<file path="src/rtl/adc_spi_capture.sv">
// SPI front end for a 12-bit ADC: frames each conversion, deserialises it MSB first
// and pushes one word per frame into the sample FIFO, tracking drops and bad frames.
module adc_spi_capture #(
    parameter int DATA_WIDTH   = 12,
    parameter int FRAME_BITS   = 16,
    parameter int LEAD_ZEROS   = 4,
    parameter int CLK_DIV      = 4,
    parameter int QUIET_CYCLES = 2
) (
    input  logic                  clk,
    input  logic                  rst,
    input  logic                  en_i,
    input  logic                  clr_i,
    input  logic                  adc_sdo_i,
    input  logic                  fifo_full_i,
    output logic                  adc_cs_n_o,
    output logic                  adc_sclk_o,
    output logic [DATA_WIDTH-1:0] wdata_o,
    output logic                  wren_o,
    output logic [7:0]            drop_cnt_o,
    output logic                  overrun_o,
    output logic                  frame_err_o
);

    typedef enum logic [2:0] {
        ST_IDLE,
        ST_CS_SETUP,
        ST_SHIFT,
        ST_DONE,
        ST_QUIET
    } state_t;

    localparam int CNT_MAX = (CLK_DIV > QUIET_CYCLES) ? CLK_DIV : QUIET_CYCLES;
    localparam int CNT_W   = $clog2(CNT_MAX + 1);
    localparam logic [CNT_W-1:0] CNT_ZERO   = CNT_W'(1'b0);
    localparam logic [CNT_W-1:0] CNT_ONE    = CNT_W'(1'b1);
    localparam logic [CNT_W-1:0] DIV_LAST   = CNT_W'(CLK_DIV - 1);
    localparam logic [CNT_W-1:0] QUIET_LAST = CNT_W'(QUIET_CYCLES - 1);
    localparam logic [4:0]       BIT_LAST   = 5'(FRAME_BITS);

    function automatic logic [7:0] sat_inc(input logic [7:0] value);
        if (value == 8'hFF) begin
            sat_inc = 8'hFF;
        end else begin
            sat_inc = value + 8'd1;
        end
    endfunction

    state_t                  state_r,     state_s;
    logic [CNT_W-1:0]        cnt_r,       cnt_s;
    logic [4:0]              bit_cnt_r,   bit_cnt_s;
    logic [FRAME_BITS-1:0]   shift_r,     shift_s;
    logic                    cs_n_r,      cs_n_s;
    logic                    sclk_r,      sclk_s;
    logic [DATA_WIDTH-1:0]   wdata_r,     wdata_s;
    logic                    wren_r,      wren_s;
    logic [7:0]              drop_cnt_r,  drop_cnt_s;
    logic                    overrun_r,   overrun_s;
    logic                    frame_err_r, frame_err_s;
    logic [7:0]              drop_base_s;
    logic                    lead_err_s;

    // Next-state, counter and registered-output decode; outputs are computed for the next cycle.
    always_comb begin
        state_s     = state_r;
        cnt_s       = cnt_r;
        bit_cnt_s   = bit_cnt_r;
        shift_s     = shift_r;
        cs_n_s      = cs_n_r;
        sclk_s      = sclk_r;
        wdata_s     = wdata_r;
        wren_s      = 1'b0;
        lead_err_s  = |shift_r[FRAME_BITS-1 -: LEAD_ZEROS];
        // A clear coinciding with a new event leaves that event visible.
        if (clr_i) begin
            drop_base_s = 8'd0;
            overrun_s   = 1'b0;
            frame_err_s = 1'b0;
        end else begin
            drop_base_s = drop_cnt_r;
            overrun_s   = overrun_r;
            frame_err_s = frame_err_r;
        end
        drop_cnt_s = drop_base_s;

        case (state_r)
            ST_IDLE: begin
                cs_n_s = 1'b1;
                sclk_s = 1'b1;
                cnt_s  = CNT_ZERO;
                if (en_i) begin
                    state_s = ST_CS_SETUP;
                    cs_n_s  = 1'b0;
                end else begin
                    state_s = ST_IDLE;
                end
            end
            ST_CS_SETUP: begin
                if (cnt_r == DIV_LAST) begin
                    state_s   = ST_SHIFT;
                    cnt_s     = CNT_ZERO;
                    bit_cnt_s = 5'd0;
                    sclk_s    = 1'b0;
                end else begin
                    cnt_s = cnt_r + CNT_ONE;
                end
            end
            ST_SHIFT: begin
                if (cnt_r != DIV_LAST) begin
                    cnt_s = cnt_r + CNT_ONE;
                end else begin
                    cnt_s = CNT_ZERO;
                    if (!sclk_r) begin
                        // This edge raises SCLK, so it is also the data sampling edge.
                        sclk_s    = 1'b1;
                        shift_s   = {shift_r[FRAME_BITS-2:0], adc_sdo_i};
                        bit_cnt_s = bit_cnt_r + 5'd1;
                    end else if (bit_cnt_r == BIT_LAST) begin
                        state_s = ST_DONE;
                        cs_n_s  = 1'b1;
                        if (lead_err_s) begin
                            frame_err_s = 1'b1;
                        end else if (!fifo_full_i) begin
                            wdata_s = shift_r[DATA_WIDTH-1:0];
                            wren_s  = 1'b1;
                        end else begin
                            drop_cnt_s = sat_inc(drop_base_s);
                            overrun_s  = 1'b1;
                        end
                    end else begin
                        sclk_s = 1'b0;
                    end
                end
            end
            ST_DONE: begin
                state_s = ST_QUIET;
                cnt_s   = CNT_ZERO;
                cs_n_s  = 1'b1;
                sclk_s  = 1'b1;
            end
            ST_QUIET: begin
                if (cnt_r == QUIET_LAST) begin
                    cnt_s = CNT_ZERO;
                    if (en_i) begin
                        state_s = ST_CS_SETUP;
                        cs_n_s  = 1'b0;
                    end else begin
                        state_s = ST_IDLE;
                    end
                end else begin
                    cnt_s = cnt_r + CNT_ONE;
                end
            end
            default: begin
                state_s = ST_IDLE;
                cnt_s   = CNT_ZERO;
                cs_n_s  = 1'b1;
                sclk_s  = 1'b1;
            end
        endcase
    end

    // State, counters and output registers with synchronous reset.
    always_ff @(posedge clk) begin
        if (rst) begin
            state_r     <= ST_IDLE;
            cnt_r       <= CNT_ZERO;
            bit_cnt_r   <= 5'd0;
            shift_r     <= {FRAME_BITS{1'b0}};
            cs_n_r      <= 1'b1;
            sclk_r      <= 1'b1;
            wdata_r     <= {DATA_WIDTH{1'b0}};
            wren_r      <= 1'b0;
            drop_cnt_r  <= 8'd0;
            overrun_r   <= 1'b0;
            frame_err_r <= 1'b0;
        end else begin
            state_r     <= state_s;
            cnt_r       <= cnt_s;
            bit_cnt_r   <= bit_cnt_s;
            shift_r     <= shift_s;
            cs_n_r      <= cs_n_s;
            sclk_r      <= sclk_s;
            wdata_r     <= wdata_s;
            wren_r      <= wren_s;
            drop_cnt_r  <= drop_cnt_s;
            overrun_r   <= overrun_s;
            frame_err_r <= frame_err_s;
        end
    end

    assign adc_cs_n_o  = cs_n_r;
    assign adc_sclk_o  = sclk_r;
    assign wdata_o     = wdata_r;
    assign wren_o      = wren_r;
    assign drop_cnt_o  = drop_cnt_r;
    assign overrun_o   = overrun_r;
    assign frame_err_o = frame_err_r;

endmodule

</file>
<file path="config.mk">
export PLATFORM = sky130hd
export DESIGN_NAME = adc_spi_capture
export DESIGN_NICKNAME = d
export VERILOG_FILES = /design/src/rtl/adc_spi_capture.sv
export SDC_FILE = /design/constraint.sdc
export NUM_CORES = 1
export LEC_CHECK = 0
export ABC_AREA = 1
export BUFFER_PORTS_ARGS = -buffer_cell sky130_fd_sc_hd__buf_4
export CORE_UTILIZATION = 29
export CTS_CLUSTER_DIAMETER = 200
export DETAILED_ROUTE_END_ITERATION = 10
export RECOVER_POWER = 25
export SYNTH_ARGS = -nofsm -noshare
export SYNTH_HDL_FRONTEND = slang
export SYNTH_SLANG_ARGS = --single-unit
export TNS_END_PERCENT = 5
</file>
<file path="constraint.sdc">
create_clock -name clk -period 1.55 [get_ports clk]
set_input_delay 0.155 -clock clk [delete_from_list [all_inputs] [get_ports clk]]
set_output_delay 0.155 -clock clk [all_outputs]
set_load 0.005 [all_outputs]
</file>
After elaboration in Yosys (flattened, before gate mapping)
Index checks and enable logic that the tools add are counted. Widths: inputs -> output; s select.

Output and inout port bits: 25. Bits of input ports: 6. Register bits: 52. Logic and storage cells: 97.

Bitwise gates (word level): 8. Multiplexer cells: 49. Add/subtract/negate cells: 3. Reduce and logical (&&, ||, !) cells: 10. Equal/unequal tests: 16.

Operators by type and width (number): $mux 8 (8); $mux 1 (25); $mux 3 (8); $mux 5 (3); $pmux 3 s5 (1); $ne 2x2->1 const B (7); $reduce_and 6->1 (2); $pmux 5 s2 (1); $eq 3x2->1 const B (3); $pmux 3 s3 (1); $reduce_or 9->1 (1); $add 8x1->8 const B (1); $eq 8x8->1 const B (1); $not 1->1 (8); $eq 3x1->1 const B (2); $reduce_and 3->1 (2); $add 5x1->5 const B (1); $eq 5x5->1 const B (1); $reduce_and 5->1 (1); $pmux 1 s4 (1); $reduce_and 4->1 (1); $reduce_or 4->1 (1); $add 3x1->3 const B (1); $eq 3x3->1 const B (1); 4 further kinds (4).

Logic depth before layout (Yosys ltp)
Depth in word-level cells: 9. Mapped depth: 11. Gate-level depth less buffers: 11.

Worst setup path after synthesis
OpenSTA, ideal clock, no wires.

Path type: reg2reg. Start: register cnt_r[0]. End: register wdata_r[10] (netlist: wdata_o[10]). Data required time: 1434 ps. Arrival time: 1457 ps. Buffers on the path: 1. Setup slack: -23 ps. Library setup time: 116 ps. Cell stages (with the launch flop): 11. Path through: dfxtp_1 ha_1 ha_1 nand2_1 nor2_2 nand2_2 nor2_4 inv_2 buf_6 nor2_1 nor2_1.

Cells in the longest elaborated chain, start to end: 3.

RTL lines: start: declaration (line 50) `logic [CNT_W-1:0] cnt_r, cnt_s;`; start signal: assignment (line 179) `cnt_r <= cnt_s;`; $ne 3x2->1 (line 109) `if (cnt_r != DIV_LAST) begin`; $not 1->1 (no line); $reduce_and 6->1 (no line); end signal: assignment (line 172) `wdata_r <= {DATA_WIDTH{1'b0}};`; end signal: assignment (line 184) `wdata_r <= wdata_s;`; end: declaration (line 55) `logic [DATA_WIDTH-1:0] wdata_r, wdata_s;`.

No other way between the ends. A chain may end at the register's enable or synchronous reset.

Worst setup path in the final report
Start: register bit_cnt_r[0]. End: register wdata_r[3] (netlist: wdata_o[3]).

Cells in the longest elaborated chain, start to end: 2.

RTL lines: start: declaration (line 51) `logic [4:0] bit_cnt_r, bit_cnt_s;`; start signal: assignment (line 180) `bit_cnt_r <= bit_cnt_s;`; $eq 5x5->1 (line 118) `end else if (bit_cnt_r == BIT_LAST) begin`; $reduce_and 6->1 (no line).

No other way between the ends.

==> impl_metrics.ini <==
[placed_design]
place_hpwl_um = 4040
gp_congestion = 0.866
io_buffers = 30

[drt]
routedWlPerCell_um = 11.1
vias_per_cell = 4.59
firstDrtPassIters = 4
detail-route-antenna-nets = 0
routed_wl_um = 5540
drc_errors = 0
drt_iter0_drc = 101
vias = 2289

[clock_tree]
ctsRootBufferMaster = clkbuf_8
clk_latency_ns = 0.32
cts_hold_buffers = 0
cts.htree.levels = 2
clk_path_buf_depth = 2
cts_tree = yes
cts_buffers = 5
cts.reportedPaths.clkPinSlew_ns = 0.10
post_cts_buffers = 0
cts_sinks = 52

[synth]
synth_seq_area_share = 0.432
yosys_warnings = 0
avgSynthCellArea_um2 = 7.04
ys_seq_elements = 52
synth_nets = 355
synth_area_um2 = 2410
syn_inst = 342
synth_cell_types = 26

[layout]
layout_common_cells = 75 x nor2_1, 48 x dfxtp_1, 45 x nand2_1
syn_to_final_growth_pct = 28.8
num_antenna_cells = 0
layout-drive-gt1-share = 0.249
post-route-util = 0.393
fillers = 796
mostFrequentLayoutCell = nor2_1
nNetsFinal = 409

[grt]
grt_util_all_layers = 0.137
grtUsageMet2 = 0.234
grt_max_degree = 21
gr-total-overflow = 0
grt_pass1_wl_um = 9660
grt_pass1_vias = 2202
use_met1 = 0.170
gr-usage-met3 = 0.0285
busiest_layer = met2
antenna_found_initial = 0

[critical_path]
critPathLaunchType = flip-flop
endpoint_kind = flip-flop
critPathMaxFanout = 8
cp.arrival_ns = 1.75
crit_required_ns = 1.81
critPathKind = reg -> reg

[timing]
holdWs_ns = 0.112
tightest_slew_ns = 0.229
setup_viol = 0
finClkSkew_ns = 0.00763
finalHoldViolations = 0
fin_crit_ns = 1.49
slew_headroom = 0.847
fmax_mhz = 669
slew_violations = 0
rsz0062_at_grt = yes
min_period_over_period = 0.964

[flow_run]
drv_cap = 0

[floorplanning]
initial_utilization = 0.305
rows = 32
die_w_um = 93.1
coreArea_um2 = 7890
dieArea_um2 = 8670
ios = 31
die_h_um = 93.1

[outcome]
outcome = complete, no violations

[min_path]
hp-class = in -> reg

[pwr]
ir_worst_vdd_mv = 0.423
p_leak_nw = 1.37
p_total_mw = 3.06
power-per-cell-area_nw_per_um2 = 986
-- flip-flops by register name (all words and copies together), names as in the netlist, 3 cells and up --
register	count
wdata_o	12
shift_r	16
bit_cnt_r	5
state_r	3
drop_cnt_o	8
cnt_r	3
-- routing by layer --
| metal | wire [µm] | part of all wire | vias up |
|---|---|---|---|
| met5 | 0 | 0 | - |
| li1 | - | - | 1203 |
| met1 | 2640 | 0.48 | 1023 |
| met4 | 83 | 0.015 | 0 |
| met2 | 2560 | 0.46 | 54 |
| met3 | 259 | 0.047 | 9 |
-- worst paths after layout --
check	slack, ns	to	cells past startpoint	start
worst max-delay path	0.06	wdata_o[3]	9	bit_cnt_r[0]
worst min-delay path	0.11	shift_r[0]	3	adc_sdo_i
worst max register to register	0.06	wdata_o[3]	9	bit_cnt_r[0]
worst min register to register	0.47	adc_cs_n_o	2	adc_cs_n_o
-- metrics by stage --
| step | TNS, ns | instance area [µm²] | instances | setup slack [ns] |
|---|---|---|---|---|
| after floorplan | 0 | 2420 | 342 | 0.0189 |
| after global placement | 0 | 2910 | 490 | 0.0407 |
| after detailed placement | -0.0351 | 2910 | 490 | -0.0138 |
| after CTS | -0.0264 | 3010 | 498 | -0.0145 |
| after global routing | -0.693 | 3100 | 499 | -0.0800 |
| final | 0 | 3100 | 499 | 0.0562 |
-- synthesized netlist by cell type --
cell type | number | area (µm²)
nor2_1 | 78 | 293
inv_2 | 3 | 11.3
clkbuf_1 | 4 | 15.0
nand2_2 | 4 | 25.0
o22ai_1 | 1 | 6.26
nand4_1 | 9 | 56.3
nand2_1 | 50 | 188
buf_4 | 1 | 7.51
buf_6 | 2 | 22.5
nand3_1 | 18 | 90.1
o21ai_2 | 1 | 8.76
inv_1 | 39 | 146
ha_1 | 7 | 87.6
o211ai_1 | 1 | 7.51
nor2_4 | 4 | 45.0
buf_1 | 1 | 3.75
nor2_2 | 1 | 6.26
o21ai_0 | 35 | 175
o21ai_1 | 1 | 5.00
xor2_1 | 1 | 8.76
nand3b_1 | 1 | 7.51
a21oi_1 | 18 | 90.1
dfxtp_1 | 52 | 1040
nor3_1 | 6 | 30.0
buf_2 | 2 | 10.0
nand3_2 | 2 | 20.0
-- power by group --
part / internal [mW] / switching [mW]
clock: 0.333 / 0.503
sequential: 1.40 / 0.0593
combinational: 0.299 / 0.463
total: 2.03 / 1.03
-- cells by family (layout without fill, tap and decap cells) --
logic type      after synthesis  after routing  share of synthesized area
buf+inv                      52            106                     0.0899
flops                        52             52                      0.432
simple gates                173            174                      0.316
compound gates               57             57                      0.122
xor+xnor                      1              1                    0.00364
fa+ha+maj                     7              7                     0.0364
-- final cells by class --
class | instances | area (µm²) | share of cell area
Clock buffer | 5 | 68.8 | 0.0222
Clock inverter | 3 | 27.5 | 0.00887
Inverter | 42 | 160 | 0.0516
Multi-Input combinational cell | 239 | 1250 | 0.402
Sequential cell | 52 | 1050 | 0.337
Tap cell | 102 | 128 | 0.0411
Timing Repair Buffer | 56 | 424 | 0.137
-- worst max-delay path, stage by stage (launching register included) --
cell	delay (ns)
dfxtp_1	0.32
inv_1	0.07
ha_2	0.21
nand3_4	0.09
nor2_4	0.16
nand2_4	0.08
nor2_4	0.17
buf_6	0.15
o21ai_0	0.07
nor2_1	0.10
-- what timing repair did --
action	CTS	global route
cloned	0	1
endpoints found under the setup margin	23	43
gates resized for setup	3	32
pin swaps	2	9
endpoints found under the hold margin	0	0
Power figures use the tool's default switching activity.
